===== src/rtl/prog_loader.sv =====
// Streaming program loader: writes an instruction image into CPU memory while
// holding the CPU in reset, then verifies the XOR checksum trailer and HLT presence.
//
// state   | meaning
// --------+---------------------------------------------------------------
// S_IDLE  | after reset; CPU held, stream not accepted
// S_LOAD  | accepting data beats and writing memory; waiting for trailer
// S_DONE  | image verified; CPU released
// S_ERROR | checksum, overflow or missing-HLT failure; CPU held
module prog_loader #(
    parameter int DATA_W   = 8,
    parameter int OPCODE_W = 3,
    parameter int ADDR_W   = 5
) (
    input  logic              clk,
    input  logic              rst,
    input  logic              start,
    input  logic              in_valid,
    output logic              in_ready,
    input  logic [DATA_W-1:0] in_data,
    input  logic              in_last,
    output logic              mem_wr,
    output logic [ADDR_W-1:0] mem_addr,
    output logic [DATA_W-1:0] mem_data,
    output logic              cpu_hold,
    output logic              done,
    output logic              err,
    output logic [1:0]        err_code,
    output logic [ADDR_W:0]   word_count
);

    typedef enum logic [1:0] {S_IDLE, S_LOAD, S_DONE, S_ERROR} state_t;

    localparam logic [ADDR_W:0] CAPACITY = (ADDR_W+1)'(1) << ADDR_W;
    localparam logic [1:0] ERR_NONE = 2'd0;
    localparam logic [1:0] ERR_CSUM = 2'd1;
    localparam logic [1:0] ERR_OVFL = 2'd2;
    localparam logic [1:0] ERR_NHLT = 2'd3;

    state_t              state_q, state_nxt;
    logic [ADDR_W-1:0]   ptr_q, ptr_nxt;
    logic [DATA_W-1:0]   csum_q, csum_nxt;
    logic                hlt_q, hlt_nxt;
    logic [ADDR_W:0]     wc_nxt;
    logic                in_ready_nxt, mem_wr_nxt, hold_nxt, done_nxt, err_nxt;
    logic [ADDR_W-1:0]   mem_addr_nxt;
    logic [DATA_W-1:0]   mem_data_nxt;
    logic [1:0]          code_nxt;
    logic                beat;

    assign beat = in_valid && in_ready;

    always_ff @(posedge clk or posedge rst) begin
        if (rst) begin
            state_q    <= S_IDLE;
            ptr_q      <= '0;
            csum_q     <= '0;
            hlt_q      <= 1'b0;
            word_count <= '0;
            in_ready   <= 1'b0;
            mem_wr     <= 1'b0;
            mem_addr   <= '0;
            mem_data   <= '0;
            cpu_hold   <= 1'b1;
            done       <= 1'b0;
            err        <= 1'b0;
            err_code   <= ERR_NONE;
        end else begin
            state_q    <= state_nxt;
            ptr_q      <= ptr_nxt;
            csum_q     <= csum_nxt;
            hlt_q      <= hlt_nxt;
            word_count <= wc_nxt;
            in_ready   <= in_ready_nxt;
            mem_wr     <= mem_wr_nxt;
            mem_addr   <= mem_addr_nxt;
            mem_data   <= mem_data_nxt;
            cpu_hold   <= hold_nxt;
            done       <= done_nxt;
            err        <= err_nxt;
            err_code   <= code_nxt;
        end
    end

    always_comb begin
        state_nxt    = state_q;
        ptr_nxt      = ptr_q;
        csum_nxt     = csum_q;
        hlt_nxt      = hlt_q;
        wc_nxt       = word_count;
        in_ready_nxt = in_ready;
        mem_wr_nxt   = 1'b0;
        mem_addr_nxt = mem_addr;
        mem_data_nxt = mem_data;
        hold_nxt     = cpu_hold;
        done_nxt     = done;
        err_nxt      = err;
        code_nxt     = err_code;
        case (state_q)
            S_LOAD: begin
                if (beat && !in_last) begin
                    if (word_count == CAPACITY) begin
                        // the extra byte is dropped; memory already holds a full image
                        state_nxt    = S_ERROR;
                        in_ready_nxt = 1'b0;
                        err_nxt      = 1'b1;
                        code_nxt     = ERR_OVFL;
                    end else begin
                        mem_wr_nxt   = 1'b1;
                        mem_addr_nxt = ptr_q;
                        mem_data_nxt = in_data;
                        ptr_nxt      = ptr_q + 1'b1;
                        wc_nxt       = word_count + 1'b1;
                        csum_nxt     = csum_q ^ in_data;
                        hlt_nxt      = hlt_q | (in_data[DATA_W-1 -: OPCODE_W] == '0);
                    end
                end else if (beat) begin
                    in_ready_nxt = 1'b0;
                    if (csum_q != in_data) begin
                        state_nxt = S_ERROR;
                        err_nxt   = 1'b1;
                        code_nxt  = ERR_CSUM;
                    end else if (!hlt_q) begin
                        state_nxt = S_ERROR;
                        err_nxt   = 1'b1;
                        code_nxt  = ERR_NHLT;
                    end else begin
                        state_nxt = S_DONE;
                        done_nxt  = 1'b1;
                        hold_nxt  = 1'b0;
                    end
                end
            end
            default: begin
                if (start) begin
                    state_nxt    = S_LOAD;
                    ptr_nxt      = '0;
                    csum_nxt     = '0;
                    hlt_nxt      = 1'b0;
                    wc_nxt       = '0;
                    done_nxt     = 1'b0;
                    err_nxt      = 1'b0;
                    code_nxt     = ERR_NONE;
                    hold_nxt     = 1'b1;
                    in_ready_nxt = 1'b1;
                end
            end
        endcase
    end

endmodule


===== config.mk =====
export PLATFORM = sky130hd
export DESIGN_NAME = prog_loader
export DESIGN_NICKNAME = d
export VERILOG_FILES = /design/src/rtl/prog_loader.sv
export SDC_FILE = /design/constraint.sdc
export NUM_CORES = 1
export LEC_CHECK = 0
export CAP_MARGIN = 10
export CORE_AREA = 2 2 58 70
export CTS_BUF_LIST = sky130_fd_sc_hd__clkbuf_16
export CTS_CLUSTER_SIZE = 24
export DETAILED_ROUTE_END_ITERATION = 7
export DIE_AREA = 0 0 60 72
export MAX_ROUTING_LAYER = met4
export PLACE_DENSITY = 0.81
export SYNTH_ARGS = -nofsm -noshare
export SYNTH_HDL_FRONTEND = slang
export SYNTH_SLANG_ARGS = --single-unit

===== constraint.sdc =====
create_clock -name clk -period 4.4 [get_ports clk]
set_input_delay 0.66 -clock clk [delete_from_list [all_inputs] [get_ports clk]]
set_output_delay 0.66 -clock clk [all_outputs]
set_load 0.05 [all_outputs]

# [Yosys cells after proc, flatten, opt, wreduce, memory -nomap -nowiden]
# Cells that the tools add are included.
# W data, S select, Z words.
[word_totals] reg_bits=42 input_bits=13 output_inout_bits=26
[op_classes] addsub=2 n_eq_ne=12 n_mux=54 bitwise_logic=3 reduce_logical=10
[op_table] op="$mux W8" n=4
[op_table] op="$mux W1" n=30
[op_table] op="$mux W2" n=12
[op_table] op="$mux W6" n=4
[op_table] op="$mux W5" n=4
[op_table] op="$ne A2 B2 Y1 const B" n=6
[op_table] op="$reduce_and A3 Y1" n=3
[op_table] op="$ne A8 B8 Y1" n=1
[op_table] op="$xor A8 B8 Y8" n=1
[op_table] op="$add A6 B1 Y6 const B" n=1
[op_table] op="$eq A6 B6 Y1 const B" n=1
[op_table] op="$ne A3 B3 Y1 const B" n=2
[op_table] op="$add A5 B1 Y5 const B" n=1
[op_table] op="$reduce_and A5 Y1" n=1
[op_table] op="$ne A4 B4 Y1 const B" n=1
[op_table] op="$reduce_and A4 Y1" n=1
[op_table] op="$logic_not A3 Y1" n=1
[op_table] op="$eq A2 B1 Y1 const B" n=1
[op_table] op="$logic_and A1 B1 Y1" n=2
[op_table] op="$reduce_bool A2 Y1" n=1
[op_table] op="$logic_not A1 Y1" n=1
[op_table] op="$not A1 Y1" n=1
[op_table] op="$or A1 B1 Y1" n=1

# [Longest topological paths before layout]
[logic_depth] ltp_word=5 ltp_mapped=9 depth_no_buf=8

# [Worst setup path after synthesis]
# OpenSTA, ideal clock, no wires.
[synth_timing] path_kind="reg2reg" startpoint="reg word_count[0]" endpoint="reg word_count[3]" setup_time_ns=0.144 arrival_ns=1.913 required_time_ns=4.256 setup_slack_ns=2.343 path_stages_with_launch=10 n_path_buf=1 synth_period_minus_slack_ns=2.057 path_cell_list="dfrtp_1 inv_1 ha_1 nor2b_1 a311o_1 clkinv_2 nor2_2 buf_6 o21ai_1 o21ai_1"
[synth_via] elab_chain_len=4 word_cells_on_any_way=7 cone_classes="1 x add/sub; 2 x eq/ne; 3 x mux; 1 x reduce/logical"
[synth_rtl] item="start, declared" line="29" text="output logic [ADDR_W:0] word_count"
[synth_rtl] item="start signal, assigned" line="73" text="word_count <= wc_nxt;"
[synth_rtl] item="$add A6 B1 Y6" line="113" text="wc_nxt = word_count + 1'b1;"
[synth_rtl] item="$mux W6" line="102" text="if (word_count == CAPACITY) begin"
[synth_rtl] item="$mux W6" line="101" text="if (beat && !in_last) begin"
[synth_rtl] item="$mux W6" line="99" text="case (state_q)"
# Parallel ways exist; a longest one is shown, timed or not. The select of a mux whose other input is x is not followed.
# A chain may end at the register's enable or synchronous reset.

# [Worst setup path after layout]
[layout_timing] startpoint="in in_last" endpoint="reg csum_q[3]"
[layout_via] elab_chain_len=4
[layout_rtl] item="start, declared" line="21" text="input logic in_last,"
[layout_rtl] item="$logic_not A1 Y1" line="101"
[layout_rtl] item="$logic_and A1 B1 Y1" line="101"
[layout_rtl] item="$ne A2 B2 Y1 (no line)"
[layout_rtl] item="$reduce_and A3 Y1 (no line)"
[layout_rtl] item="end signal, assigned" line="71" text="csum_q <= csum_nxt;"
[layout_rtl] item="end, declared" line="42" text="logic [DATA_W-1:0] csum_q, csum_nxt;"
# No other way between the ends.

==> run_results.csv <==
group,metric,value,unit
power_and_ir_drop,switching_share,40.7,%
routing,postRouteWirelength,3810,um
floorplanning,dieArea,4320,um^2
routing,wl_per_cell,13.0,um
logic_synthesis,syn_area,1890,um^2
power_and_ir_drop,switchingPower,690,uW
floorplanning,start_util,52.1,%
global_route,grt_pass1_wl,6420,um
routing,via_per_inst,5.20,
power_and_ir_drop,powerDensity,689,nW/um^2
floorplanning,die_height,72,um
sta,finalHoldViolCount,0,
cells_and_area,nets,257,
logic_synthesis,yosys.area_share.simple,22.3,%
logic_synthesis,synth.most_common_cell,"nand2_1",
sta,fin_crit,2.77,ns
power_and_ir_drop,seqPwrFrac,35.6,%
logic_synthesis,syn_area_per_cell,9.42,um^2
clock_network,post-cts-setup-buffers,0,
clock_network,clock-sinks,42,
logic_synthesis,synth_flop_cell,"dfrtp_1",
logic_synthesis,yosys.area.top_type_share,54.2,%
cells_and_area,drive_gt1_share,7.44,%
cells_and_area,syn2layout_area_growth,30.0,%
logic_synthesis,synth_nets,217,
power_and_ir_drop,comb_power_share,40.4,%
logic_synthesis,ys_types,34,
critical_path,crit_path_max_incr_delay,0.55,ns
logic_synthesis,yosys.area.top_type,"dfrtp_1",
critical_path,cp-start-kind,"primary input",
critical_path,cp.required,4.61,ns
floorplanning,core,3630,um^2
logic_synthesis,synth-adder-area-share,1.98,%
cells_and_area,antenna_cells,0,
logic_synthesis,synth.mux.area_fraction,0.529,%
logic_synthesis,yosysWarnings,0,
global_route,grt_max_degree,43,
floorplanning,die_x,60,um
routing,drc_errors,0,
floorplanning,core.rowCount,24,
logic_synthesis,synthTopCellsByCount,"nand2_1, dfrtp_1, o21ai_1",
logic_synthesis,synth_area_leaders,"dfrtp_1, nand2_1, o21ai_1",
logic_synthesis,seq_area_frac_synth,55.6,%
power_and_ir_drop,cellLeakagePower,1.17,nW
clock_network,cts_tree,"done",
logic_synthesis,synth_cells,201,
power_and_ir_drop,post-layout-total-power,1.70,mW
clock_network,h-tree-depth,2,
clock_network,clockBufferDepth,2,
global_route,grt_pass1_vias,1464,
sta,period_share,62.9,%
sta,max_freq,361,MHz
sta,fin_skew,0.00453,ns
cells_and_area,final_core_util,67.7,%
min_path,hold_path_class,"register to register",
sta,worst_slew_pin_slew,0.539,ns
power_and_ir_drop,ir_drop,349,uV
logic_synthesis,ys_seq_elements,42,
run,maxCapViolations,0,
logic_synthesis,synth_compound_area_share,11.8,%
sta,drv_slew,0,
clock_network,clk_pin_slew,0.06,ns
global_route,track_usage,20.2,%
floorplanning,pin_count,39,
logic_synthesis,async_flop_share,100,%
power_and_ir_drop,pwr-share-clk,24.1,%
sta,timing.hold.ws,0.475,ns
routing,via_count,1529,
clock_network,cts_root_buffer,"clkbuf_16",
routing,ant_nets,0,
sta,tns,0,ns
clock_network,cts_inserted_buffers,5,
sta,slew_headroom,64.0,%
routing,drt_iter0_markers,77,
sta,rsz0062_at_grt,"false",
place,io_buffers,38,
routing,drt_pass1_iterations,4,
clock_network,cts.repair.resized,0,
sta,setup_violations,0,
place,gp_congestion,0.849,
power_and_ir_drop,internal_power,1.01,mW
clock_network,postCtsHoldBufs,0,
critical_path,timing.critical_path.cells,"clkdlybuf4s50_1, nand3b_4, a311o_1, buf_4, clkinv_2, nor2_2, o21ai_0, o21ai_1",
cells_and_area,fillCellCount,309,
status,outcome,"finished, final reports clean",
logic_synthesis,synth_edf_count,0,
critical_path,cp_data_arrival_time,2.98,ns
logic_synthesis,synth_top_family_by_area,"simple AND/OR/NAND/NOR gates",
place,hpwl,2530,um
critical_path,slowest_stage,"nor2_2",
global_route,antenna_found_initial,0,
global_route,gr-total-overflow,0,
logic_synthesis,synthXorXnorAreaFrac,3.70,%
critical_path,path_class,"primary input to register",
clock_network,clkLatencyLatePin,0.28,ns
critical_path,crit_fanout,29,
critical_path,worstSetupEndpointType,"register",
-- registers in the layout, indices dropped and copies added (netlist names) --
register and cells:
cpu_hold 1, csum_q 8, done 1, err 1, err_code 2, hlt_q 1
in_ready 1, mem_addr 5, mem_data 8, mem_wr 1, ptr_q 5, state_q 2
word_count 6
-- power by group through the flow --
| stage | logic [mW] | clock network (mW) | registers, mW |
|---|---|---|---|
| finish | 0.684 | 0.408 | 0.603 |
| detailed placement | 0.687 | 0 | 0.607 |
| global route | 0.739 | 0.431 | 0.618 |
| global placement | 0.675 | 0 | 0.606 |
| CTS | 0.692 | 0.412 | 0.603 |
| floorplan | 0.220 | 0 | 0.860 |
-- worst paths after layout --
kind | depth (start not counted) | slack (ns) | end | start
worst min register to register | 2 | 0.47 | err$_DFFE_PP0P_ | err$_DFFE_PP0P_
worst max register to register | 9 | 1.80 | csum_q[3]$_DFFE_PP0P_ | word_count[0]$_DFFE_PP0P_
min in group asynchronous | 3 | 0.81 | csum_q[6]$_DFFE_PP0P_ | rst
max in group asynchronous | 3 | 3.22 | cpu_hold$_DFFE_PP1P_ | rst
worst max-delay path | 8 | 1.63 | csum_q[3]$_DFFE_PP0P_ | in_last
worst min-delay path | 2 | 0.47 | err$_DFFE_PP0P_ | err$_DFFE_PP0P_
-- stage by stage --
step	worst slack (ns)	instances	area (um^2)
after floorplan	2.34	201	1890
after global placement	1.41	286	2300
after detailed placement	1.33	286	2300
after CTS	1.65	294	2460
after global routing	1.41	294	2460
final	1.63	294	2460
-- cells in the final DEF (no fill, tap or decap) --
cell type,n
ha_1,3
nand2b_1,1
dfrtp_1,41
o31ai_1,1
nor2_1,16
a21oi_1,2
or3_1,1
and3_1,1
a21o_1,1
clkdlybuf4s50_1,38
nor4_1,3
o2bb2ai_1,1
nand2_1,56
inv_1,4
o21ai_0,10
o21ai_1,20
nor3_1,1
mux2i_1,1
a32o_1,1
a31oi_1,2
nor2_2,5
clkinv_2,3
bufinv_16,1
a311o_1,1
dfstp_2,1
xor2_1,8
and2_1,1
nand4_1,5
o22ai_1,1
nand3_1,3
buf_4,2
clkbuf_16,5
nor2b_1,1
nand3b_4,1
-- area by class of cell --
cell class	instances	area [um^2]	area share, %
inverter	5	20.0	0.813
clock buffer	5	125	5.08
multi-input combinational	147	763	31.0
timing repair buffer	40	395	16.1
tap	52	65.1	2.64
clock inverter	3	40.0	1.63
sequential	42	1050	42.8
-- worst max-delay path: cells and delay by family --
family	cells	cell delay, ns
AOI/OAI and AO/OA	3	0.38
and+or+nand+nor	2	0.72
buffers and inverters	3	1.21
-- routing by layer --
layer | share of wire (%) | global-route usage (%) | vias up
met5 | 0 | - | -
met4 | 1.4 | 7.16 | 0
li1 | - | - | 755
met2 | 50 | 32.0 | 35
met3 | 3.6 | 5.70 | 6
met1 | 45 | 24.6 | 733
-- cell families after synthesis --
kind of cell | Yosys count
xor gates and xnor gates | 8
and+or+nand+nor | 95
DFF | 42
adders and majority gates | 3
AOI/OAI and AO/OA | 40
muxes | 1
buffers and inverters | 12
Power figures use the tool's default switching activity.
